<file path="src/rtl/b1i_pkg.sv">
// Shared B1I definitions: code geometry, LFSR constants, PRN tap table,
// carrier lookup and the generator state encoding.
package b1i_pkg;

    localparam int CODE_LENGTH      = 2046;
    localparam int SAMPLES_PER_CHIP = 8;
    localparam int NCO_WIDTH        = 32;
    localparam int MAX_PRN          = 37;

    // Bit i holds register stage i+1; stage 11 (bit 10) is the output end.
    localparam logic [10:0] G_INIT     = 11'b010_1010_1010;
    // G1: 1+x+x^7+x^8+x^9+x^10+x^11 -> stages 1,7,8,9,10,11 feed back
    localparam logic [10:0] G1_FB_MASK = 11'b111_1100_0001;
    // G2: 1+x+x^2+x^3+x^4+x^5+x^8+x^9+x^11 -> stages 1,2,3,4,5,8,9,11 feed back
    localparam logic [10:0] G2_FB_MASK = 11'b101_1001_1111;

    localparam logic signed [3:0] COS_LUT [8] =
        '{4'sd7, 4'sd5, 4'sd0, -4'sd5, -4'sd7, -4'sd5, 4'sd0, 4'sd5};

    typedef enum logic [2:0] {
        ST_IDLE,
        ST_INIT,
        ST_PRELOAD,
        ST_STREAM,
        ST_DONE
    } state_t;

    function automatic logic [10:0] tap_pair(input int a, input int b);
        return (11'd1 << (a - 1)) | (11'd1 << (b - 1));
    endfunction

    // G2 phase-select taps (stage numbers) for each PRN
    function automatic logic [10:0] g2_tap_mask(input logic [10:0] prn);
        case (prn)
            11'd1:  return tap_pair(1, 3);
            11'd2:  return tap_pair(1, 4);
            11'd3:  return tap_pair(1, 5);
            11'd4:  return tap_pair(1, 6);
            11'd5:  return tap_pair(1, 8);
            11'd6:  return tap_pair(1, 9);
            11'd7:  return tap_pair(1, 10);
            11'd8:  return tap_pair(1, 11);
            11'd9:  return tap_pair(2, 7);
            11'd10: return tap_pair(3, 4);
            11'd11: return tap_pair(3, 5);
            11'd12: return tap_pair(3, 6);
            11'd13: return tap_pair(3, 8);
            11'd14: return tap_pair(3, 9);
            11'd15: return tap_pair(3, 10);
            11'd16: return tap_pair(3, 11);
            11'd17: return tap_pair(4, 5);
            11'd18: return tap_pair(4, 6);
            11'd19: return tap_pair(4, 8);
            11'd20: return tap_pair(4, 9);
            11'd21: return tap_pair(4, 10);
            11'd22: return tap_pair(4, 11);
            11'd23: return tap_pair(5, 6);
            11'd24: return tap_pair(5, 8);
            11'd25: return tap_pair(5, 9);
            11'd26: return tap_pair(5, 10);
            11'd27: return tap_pair(5, 11);
            11'd28: return tap_pair(6, 8);
            11'd29: return tap_pair(6, 9);
            11'd30: return tap_pair(6, 10);
            11'd31: return tap_pair(6, 11);
            11'd32: return tap_pair(8, 9);
            11'd33: return tap_pair(8, 10);
            11'd34: return tap_pair(8, 11);
            11'd35: return tap_pair(9, 10);
            11'd36: return tap_pair(9, 11);
            11'd37: return tap_pair(10, 11);
            default: return 11'd0;
        endcase
    endfunction

    // Carrier from the top three NCO bits, scaled, then BPSK-modulated by the chip
    function automatic logic [3:0] form_sample(input logic chip, input logic [2:0] ph,
                                               input logic [1:0] amp);
        logic signed [3:0] carrier;
        carrier = COS_LUT[ph] >>> amp;
        return chip ? -carrier : carrier;
    endfunction

endpackage

</file>
<file path="src/rtl/b1i_signal_synth_lfsr.sv">
// G1/G2 code generator pair. The chip output reflects the code position the
// registers will hold after this cycle's load/step, so a caller can register
// a sample for that position in the same edge.
module b1i_prn_lfsr
    import b1i_pkg::*;
(
    input  logic        clk,
    input  logic        rst,
    input  logic        load,
    input  logic        step,
    input  logic [10:0] prn,
    output logic        chip
);

    logic [10:0] g1;
    logic [10:0] g2;
    logic [10:0] g1_nxt;
    logic [10:0] g2_nxt;
    logic [10:0] tap_mask;

    assign tap_mask = g2_tap_mask(prn);

    // Next register contents: load wins over step
    always_comb begin
        g1_nxt = g1;
        g2_nxt = g2;
        if (load) begin
            g1_nxt = G_INIT;
            g2_nxt = G_INIT;
        end else if (step) begin
            g1_nxt = {g1[9:0], ^(g1 & G1_FB_MASK)};
            g2_nxt = {g2[9:0], ^(g2 & G2_FB_MASK)};
        end
    end

    // Shift registers
    always_ff @(posedge clk) begin
        if (rst) begin
            g1 <= '0;
            g2 <= '0;
        end else begin
            g1 <= g1_nxt;
            g2 <= g2_nxt;
        end
    end

    assign chip = g1_nxt[10] ^ (^(g2_nxt & tap_mask));

endmodule

</file>
<file path="src/rtl/b1i_signal_synth.sv">
// B1I test-signal generator: PRN code at a programmable phase, BPSK onto an
// NCO carrier, streamed out over a valid/ready interface.
//
// state      | meaning
// IDLE       | waiting for start, validates configuration
// INIT       | LFSRs, counters and NCO reset to period start
// PRELOAD    | advancing the code by code_phase chips
// STREAM     | presenting samples, advancing on each transfer
// DONE       | one-cycle completion pulse
module b1i_signal_synth
    import b1i_pkg::*;
(
    input  logic                 clk,
    input  logic                 rst,
    input  logic                 start,
    input  logic [10:0]          prn,
    input  logic [10:0]          code_phase,
    input  logic [NCO_WIDTH-1:0] doppler_fcw,
    input  logic [1:0]           amp_shift,
    input  logic [7:0]           num_periods,
    output logic                 busy,
    output logic                 cfg_err,
    output logic                 sample_valid,
    input  logic                 sample_ready,
    output logic [3:0]           sample_data,
    output logic                 sample_last,
    output logic                 done
);

    state_t               state;
    logic [10:0]          prn_q;
    logic [10:0]          phase_q;
    logic [NCO_WIDTH-1:0] fcw_q;
    logic [1:0]           amp_q;
    logic [7:0]           num_q;

    logic [10:0]          chip_cnt;
    logic [2:0]           sub_cnt;
    logic [NCO_WIDTH-1:0] nco;
    logic [7:0]           period_cnt;
    logic [10:0]          pre_cnt;

    logic                 cfg_ok;
    logic                 xfer;
    logic                 sub_wrap;
    logic                 chip_wrap;
    logic                 lfsr_load;
    logic                 lfsr_step;
    logic                 code_chip;
    logic [10:0]          chip_cnt_nxt;
    logic [2:0]           sub_nxt;
    logic [NCO_WIDTH-1:0] nco_nxt;
    logic                 last_nxt;
    logic [3:0]           sample_nxt;

    b1i_prn_lfsr u_lfsr (
        .clk  (clk),
        .rst  (rst),
        .load (lfsr_load),
        .step (lfsr_step),
        .prn  (prn_q),
        .chip (code_chip)
    );

    // Code position, NCO and LFSR controls for the sample to be presented next
    always_comb begin
        cfg_ok    = (prn >= 11'd1) && (prn <= 11'(MAX_PRN)) &&
                    (code_phase <= 11'(CODE_LENGTH - 1));
        xfer      = (state == ST_STREAM) && sample_valid && sample_ready;
        sub_wrap  = (sub_cnt == 3'(SAMPLES_PER_CHIP - 1));
        chip_wrap = (chip_cnt == 11'(CODE_LENGTH - 1));
        lfsr_load = (state == ST_INIT) || (xfer && sub_wrap && chip_wrap);
        lfsr_step = (state == ST_PRELOAD) || (xfer && sub_wrap && !chip_wrap);

        chip_cnt_nxt = chip_cnt;
        sub_nxt      = sub_cnt;
        nco_nxt      = nco;
        case (state)
            ST_INIT: begin
                chip_cnt_nxt = '0;
                sub_nxt      = '0;
                nco_nxt      = '0;
            end
            ST_PRELOAD: chip_cnt_nxt = chip_cnt + 11'd1;
            ST_STREAM: begin
                if (xfer) begin
                    sub_nxt = sub_cnt + 3'd1;
                    nco_nxt = nco + fcw_q;
                    if (sub_wrap)
                        chip_cnt_nxt = chip_wrap ? 11'd0 : chip_cnt + 11'd1;
                end
            end
            default: ;
        endcase

        last_nxt   = (chip_cnt_nxt == 11'(CODE_LENGTH - 1)) &&
                     (sub_nxt == 3'(SAMPLES_PER_CHIP - 1));
        sample_nxt = form_sample(code_chip, nco_nxt[NCO_WIDTH-1 -: 3], amp_q);
    end

    // Sequencer with registered outputs
    always_ff @(posedge clk) begin
        if (rst) begin
            state        <= ST_IDLE;
            busy         <= 1'b0;
            cfg_err      <= 1'b0;
            sample_valid <= 1'b0;
            sample_data  <= '0;
            sample_last  <= 1'b0;
            done         <= 1'b0;
            prn_q        <= '0;
            phase_q      <= '0;
            fcw_q        <= '0;
            amp_q        <= '0;
            num_q        <= '0;
            chip_cnt     <= '0;
            sub_cnt      <= '0;
            nco          <= '0;
            period_cnt   <= '0;
            pre_cnt      <= '0;
        end else begin
            cfg_err  <= 1'b0;
            done     <= 1'b0;
            chip_cnt <= chip_cnt_nxt;
            sub_cnt  <= sub_nxt;
            nco      <= nco_nxt;
            case (state)
                ST_IDLE: begin
                    if (start) begin
                        if (cfg_ok) begin
                            prn_q   <= prn;
                            phase_q <= code_phase;
                            fcw_q   <= doppler_fcw;
                            amp_q   <= amp_shift;
                            num_q   <= num_periods;
                            busy    <= 1'b1;
                            state   <= ST_INIT;
                        end else begin
                            cfg_err <= 1'b1;
                        end
                    end
                end
                ST_INIT: begin
                    period_cnt <= '0;
                    pre_cnt    <= phase_q;
                    if (phase_q == 11'd0) begin
                        sample_data  <= sample_nxt;
                        sample_last  <= last_nxt;
                        sample_valid <= 1'b1;
                        state        <= ST_STREAM;
                    end else begin
                        state <= ST_PRELOAD;
                    end
                end
                ST_PRELOAD: begin
                    pre_cnt <= pre_cnt - 11'd1;
                    if (pre_cnt == 11'd1) begin
                        sample_data  <= sample_nxt;
                        sample_last  <= last_nxt;
                        sample_valid <= 1'b1;
                        state        <= ST_STREAM;
                    end
                end
                ST_STREAM: begin
                    if (xfer) begin
                        // num_q of zero wraps to 255 here, giving 256 periods
                        if (sample_last && (period_cnt == num_q - 8'd1)) begin
                            sample_valid <= 1'b0;
                            sample_last  <= 1'b0;
                            done         <= 1'b1;
                            state        <= ST_DONE;
                        end else begin
                            if (sample_last)
                                period_cnt <= period_cnt + 8'd1;
                            sample_data <= sample_nxt;
                            sample_last <= last_nxt;
                        end
                    end
                end
                ST_DONE: begin
                    busy  <= 1'b0;
                    state <= ST_IDLE;
                end
                default: state <= ST_IDLE;
            endcase
        end
    end

endmodule

</file>
<file path="config.mk">
export PLATFORM = sky130hd
export DESIGN_NAME = b1i_signal_synth
export DESIGN_NICKNAME = d
export VERILOG_FILES = /design/src/rtl/b1i_pkg.sv /design/src/rtl/b1i_signal_synth_lfsr.sv /design/src/rtl/b1i_signal_synth.sv
export SDC_FILE = /design/constraint.sdc
export NUM_CORES = 1
export LEC_CHECK = 0
export BUFFER_PORTS_ARGS = -buffer_cell sky130_fd_sc_hd__buf_2
export CAP_MARGIN = 0
export CORE_AREA = 2 2 181 183
export DETAILED_ROUTE_END_ITERATION = 8
export DIE_AREA = 0 0 183 185
export PLACE_DENSITY = 0.44
export SLEW_MARGIN = 10
export SYNTH_ARGS = -nofsm -noshare
export SYNTH_HDL_FRONTEND = slang
export SYNTH_SLANG_ARGS = --single-unit
</file>
<file path="constraint.sdc">
create_clock -name clk -period 4.28 [get_ports clk]
set_input_delay 0.428 -clock clk [delete_from_list [all_inputs] [get_ports clk]]
set_output_delay 0.428 -clock clk [all_outputs]
set_load 0.005 [all_outputs]
</file>
== Yosys cells after proc, flatten, opt, wreduce, memory -nomap -nowiden ==
Memory sizes are Yosys's and may differ from the RTL's. A register that Yosys moved wholly into a read port is not among the register bits.
Cells that the tools add are included.
Cells by class
  $add $sub $neg: 7
  bitwise operators: 7
  magnitude comparators: 4
  shifts and indexed selects: 1
  equal/unequal tests: 18
  mux-type cells: 50
  reductions and logical operators: 34
Operators with widths (count)
  11-bit two-way mux: 8
  32-bit case mux with 2 select lines: 1
  11-bit case mux with 3 select lines: 1
  11-bit parity: 3
  32-bit adder: 1
  32-bit two-way mux: 1
  4-bit two-way mux: 7
  8-bit two-way mux: 3
  11-bit == test, second input constant: 2
  11-bit case mux with 2 select lines: 1
  3-bit two-way mux: 6
  8-bit case mux with 2 select lines: 1
  5-bit AND reduction: 3
  1-bit two-way mux: 13
  6-bit two-way mux: 2
  3-bit case mux with 4 select lines: 1
  4-bit case mux with 3 select lines: 1
  11-bit by 1-bit adder with 11-bit output, second input constant: 1
  11-bit bitwise AND: 1
  11-bit by 1-bit == test with 1-bit output, second input constant: 1
  11-bit by 1-bit greater-or-equal comparator with 1-bit output, second input constant: 1
  11-bit <= comparator, second input constant: 1
  11-bit by 6-bit <= comparator with 1-bit output, second input constant: 1
  11-bit logical NOT: 1
  other kinds (31): 59
Word-level totals
  bits in registers: 163
  word-level logic and storage cells: 145
  memories kept: 2
  input port bits: 68
  ROM bits: 736
Memories
  (name not given): words 64, bits a word 11, rd ports 1, clocked after memory_dff 1, write ports 0, line b1i_pkg.sv:34  | case (prn)
  (name not given): words 8, bits a word 4, rd ports 1, clocked after memory_dff 0, write ports 0, line b1i_pkg.sv:80  | carrier = COS_LUT[ph] >>> amp;

== Logic depth before layout (Yosys ltp) ==
  depth in word-level cells: 15
  gate-level depth with buffers: 20

== By module ==
From an unflattened synthesis, not the netlist that was laid out.
Unflattened totals
  cell total of the unflattened synthesis: 1205
  area total of the unflattened synthesis: 9392.8 um2
Modules (own cells, without submodules)
  b1i_signal_synth: instances 1, area each 7752.4 um2, cells each 1005
  b1i_prn_lfsr: instances 1, area each 1640.3 um2, cells each 200

== Least setup slack after synthesis ==
Ideal clock, no wire load.
  path type: flip-flop to flip-flop
  start point: register fcw_q[15]
  end point: register sample_data[1]
  stages on the path, launching flop included: 19
  period minus slack after synthesis: 4000 ps
  path buffers: 0
  required time: 4163 ps
  data arrival time: 3883 ps
  slack: 280 ps
  path through: dfxtp_1 -> ha_1 -> a21o_1 -> a2111oi_0 -> o21ai_1 -> a2111oi_2 -> a211oi_1 -> a211oi_2 -> inv_1 -> ha_1 -> and3_1 -> o211a_1 -> a311oi_2 -> nand2_1 -> inv_1 -> ha_1 -> nand2_1 -> o21a_1 -> o21ai_1
On the way
  cells in the longest elaborated chain, start to end: 13
  elaborated cells on any way between the ends: 15
  classes of those cells: add/sub (2); shift (1); mux (10); bitwise (1); memory (1)
Ends and longest elaborated chain
  start: declaration: line b1i_signal_synth.sv:33  | logic [NCO_WIDTH-1:0] fcw_q;
  start signal: assignment: line b1i_signal_synth.sv:133  | fcw_q <= doppler_fcw;
  32-bit adder (*): line b1i_signal_synth.sv:88  | nco_nxt = nco + fcw_q;
  32-bit two-way mux (*): line b1i_signal_synth.sv:86  | if (xfer) begin
  32-bit case mux with 2 select lines (*): line b1i_signal_synth.sv:78  | case (state)
  via nco_nxt[30]: line b1i_signal_synth.sv:52  | logic [NCO_WIDTH-1:0] nco_nxt;
  3-bit NOT with 4-bit output (not written as such) (*): line b1i_pkg.sv:80
  memory 8 x 4 bit (*)
  4-bit two-way mux (not written as such) (*) (2 in series): line b1i_pkg.sv:80
  4-bit by 2-bit >>> shifter with 4-bit output (*): line b1i_pkg.sv:80
  4-bit negator: line b1i_pkg.sv:81  | return chip ? -carrier : carrier;
  4-bit two-way mux (*): line b1i_pkg.sv:81
  4-bit two-way mux: line b1i_signal_synth.sv:167  | if (sample_last && (period_cnt == num_q - 8'd1)) begin
  4-bit two-way mux: line b1i_signal_synth.sv:165  | if (xfer) begin
  4-bit case mux with 3 select lines (*): line b1i_signal_synth.sv:127  | case (state)
  end signal: assignment: line b1i_signal_synth.sv:147  | sample_data <= sample_nxt;
  end signal: assignment: line b1i_signal_synth.sv:158  | sample_data <= sample_nxt;
  end signal: assignment: line b1i_signal_synth.sv:175  | sample_data <= sample_nxt;
  end: declaration: line b1i_signal_synth.sv:25  | output logic [3:0] sample_data,
The timed path passes the listed nets; every way through them passes the cells marked *. The select of a mux whose other input is x is not followed.
A chain may end at the register's enable or synchronous reset.

== Worst setup path in the final report ==
  start point: register fcw_q[0]
  end point: register sample_data[1]
Same word-level chain as after synthesis.

==> results.md <==
* Status: completed
* Final instance area at 11000 sq um
* Die ar. at around 34000 sq um
* CTS Buffer Depth at 2
* Data arrival time of the worst path at approximately 4.3 ns
* Via Count at roughly 8.3k
* Clock sink count at about 170
* Critical path required time at ~4.6 ns
* Fraction of layout cells with a size suffix above 1 at roughly 14%
* Core Util, Final at between 30% and 40%
* Final ANT Viol Nets at 0
* Largest net degree at the start of global routing at 62
* Final hold vios at 0
* Slew headroom at 31.2%
* I/O pin cnt at 77
* Grt ovf at 0
* Max Slew Vio Count at 0
* Top cell type's share of synthesized area at between 30 and 40%
* Endpoint class of the critical path: register
* Crit path launch type: register
* Most instantiated library cell after synthesis: nand2_1
* Final Wtd Congestion at approximately 0.78
* GRT Util Overall at approximately 15%
* Clk Tree Root Cell: clkbuf_16
* Crit-path max cell delay at 0.44 ns
* Proportion of synthesized chip area in sequential cells at between 30% and 40%
* Top_reg_cell synth: dfxtp_1
* First-pass detailed-route iteration total at 4
* Number of global-route vias before repair at 7897
* Cells after Synth at approximately 1.2k
* Syn avg cell area at roughly 8 sq um
* RSZ-0062 raised after global routing: no
* DRC Markers at 0
* Maxcap violations at 0
* Distinct cell type count after synthesis at a little under 90
* FP Rows at between 60 and 70
* Detailed Route WL at approximately 25 mm
* Area leader, netlist: dfxtp_1
* Hpwl dp at roughly 18 mm
* Die Y at between 150 and 200 microns
* H-tree depth at 4
* Initial Util at approximately 30%
* Max frequency at about 250 MHz
* Worst R2R Setup Slack at about 0.29 ns
* Initial drt markers at ~350
* Min cycle time layout at around 4 ns
* Vias/cell at about 5.0
* Worst vdd rail ir drop at 0.326 mV
* Setup WS pre-CTS at around 0.12 ns
* CTS clock-pin slew for the worst setup and hold paths at 0.07 ns
* Initial antenna violation count at 0
* Clock buffer count from CTS at 17
* Post-synth EDFFs at 0
* Chip Width at roughly 180 microns
* Clock Skews at roughly 0.0094 ns
* Kind of critical path: register to register
* CTS tree: built
* Leakage power at between 0.004 and 0.005 uW
* Hold Path Class: primary input to register
* IO buf count at 76
* #FFs+latches synth at between 150 and 200
* Mapped cell area at ~9500 sq um
* Yosys Warn Count at 0
* Area post-placement at 10400 sq um
* CP Buf/Inv Count at 2
* Ant. Diodes at 0
* Clock insertion delay at the later pin of the skew report at roughly 0.44 ns
* Mapped Nets at about 1.3k
* Worst-Margin Slew at around 1.0 ns
* Fraction of registers with async set/reset at 0%
* Worst path slowest cell: fa_1
* Synth top area cells: dfxtp_1 (37%), nand2_1 (7.0%), a21oi_1 (6.6%)
* Delay-heaviest family, CP: compound AO/OA/AOI/OAI gates
* Area Overhead vs Synth at 15.7%
* Setup Viol. Count Final at 0
* Critical path, cell by cell: ha_1 -> fa_1 -> a211o_1 -> o211ai_1 -> o2111ai_2 -> o2111ai_1 -> a211oi_1 -> a211oi_2 -> inv_1 -> ha_2 -> and3_1 -> o211a_1 -> a311oi_4 -> nand2_1 -> inv_1 -> ha_1 -> nand2_1 -> o21a_1 -> o21ai_1
* Setup Total Neg Slack at 0 ns
* Most frequent cells after synthesis: nand2_1 (178), dfxtp_1 (173), a21oi_1 (125), nor2_1 (125), ha_1 (46)
* Period utilisation layout at between 90% and 100%
* Final net count at around 1.4k
* CORE AREA at 32000 sq um
* Crit path max fanout at 6
* P per Cell Area at between 400 and 500 nW/um^2
* Global-route wire length before repair at about 41 mm
* Setup ws final at between 0.2 and 0.3 ns
* WL per Instance at 15.0 microns
==> per-layer routing <==
layer	GRT usage, %	routed length, microns	up-vias	share of wire, %
met5	0	0	-	0
met4	3.49	232	0	0.93
met3	3.19	908	15	3.7
met2	23.6	10700	121	43
met1	21.4	13000	3866	52
li1	-	-	4324	-
==> cell usage in the layout (no fill, tap or decap), types with 4 or more instances in the layout <==
| cell type | instances |
|---|---|
| o221ai_1 | 7 |
| a221oi_1 | 4 |
| a22oi_1 | 39 |
| and3_1 | 9 |
| nor2_1 | 124 |
| a21o_1 | 26 |
| inv_1 | 24 |
| o21ai_0 | 25 |
| nor2b_1 | 5 |
| nor3b_1 | 6 |
| buf_2 | 75 |
| inv_6 | 5 |
| dfxtp_1 | 173 |
| a31oi_1 | 15 |
| a21oi_1 | 125 |
| o21ai_1 | 8 |
| nand4_1 | 9 |
| and2_1 | 9 |
| xor2_1 | 28 |
| nand3b_1 | 9 |
| clkbuf_16 | 17 |
| nor3_1 | 31 |
| o21bai_1 | 8 |
| buf_4 | 31 |
| mux2i_1 | 5 |
| a211oi_1 | 16 |
| nand3_2 | 4 |
| nor4_1 | 10 |
| nand2_1 | 178 |
| ha_1 | 45 |
| a32oi_1 | 5 |
| o21a_1 | 9 |
| o211ai_1 | 13 |
| a211o_1 | 5 |
| xnor2_1 | 32 |
| nand3_1 | 23 |
| nand2b_1 | 7 |
==> flip-flops by register name (all words and copies together), names as in the netlist, 8 cells and up, named ones only <==
signal      flops
u_lfsr.g1      11
pre_cnt        11
phase_q        11
nco            32
chip_cnt       11
fcw_q          32
u_lfsr.g2      11
prn_q          11
period_cnt      8
num_q           8
==> power breakdown <==
part / internal, uW / switching [uW] / total, uW
Clock: 828 / 713 / 1540
Sequential: 1750 / 161 / 1910
Combinational: 443 / 706 / 1150
==> worst reg2reg max path, stage by stage (launching register included) <==
cell and delay [ns]:
dfxtp_1 0.32, ha_1 0.24, fa_1 0.44, a211o_1 0.28, o211ai_1 0.15, o2111ai_2 0.21, o2111ai_1 0.26, a211oi_1 0.12
a211oi_2 0.24, inv_1 0.09, ha_2 0.24, and3_1 0.19, o211a_1 0.23, a311oi_4 0.31, nand2_1 0.08, inv_1 0.07
ha_1 0.22, nand2_1 0.06, o21a_1 0.11, o21ai_1 0.05
==> metrics by stage <==
step	total power [uW]	cells	hold slack, ns
floorplan	2720	1167	0.431
global placement	3110	1624	0.442
detailed placement	3100	1624	0.447
CTS	4670	1656	0.186
global route	4870	1657	0.202
finish	4600	1657	0.214
==> final timing paths <==
check,start,endpoint,cells after the start
max,fcw_q[0],sample_data[1],19
max reg2reg,fcw_q[0],sample_data[1],19
min reg2reg,u_lfsr.g1[2],u_lfsr.g1[2],2
min,doppler_fcw[11],fcw_q[11],3
==> kinds of logic (layout without fill, tap and decap cells) <==
| kind of cell | after synthesis | count (layout) | synth area share (%) |
|---|---|---|---|
| adders and majority gates | 47 | 47 | 6.28 |
| and+or+nand+nor | 455 | 455 | 22.5 |
| muxes | 7 | 7 | 0.911 |
| buffers and inverters | 80 | 162 | 3.56 |
| AOI/OAI and AO/OA | 341 | 341 | 23.8 |
| DFF | 173 | 173 | 36.5 |
| xor gates and xnor gates | 64 | 64 | 6.44 |
==> final cells by class <==
class	instances	area (sq um)
Multi-Input combinational cell	914	5730
Clock buffer	18	439
Clock inverter	14	133
Inverter	24	90.1
Sequential cell	173	3460
Timing Repair Buffer	106	608
Fill cell	3424	21100
Tap cell	408	510
==> repair_timing <==
item / CTS / global route
buffers inserted: 0 / 1
hold buffers: 0 / 0
gates resized for setup: 0 / 6
endpoints found under the setup margin: 0 / 3
Power figures use the tool's default switching activity.
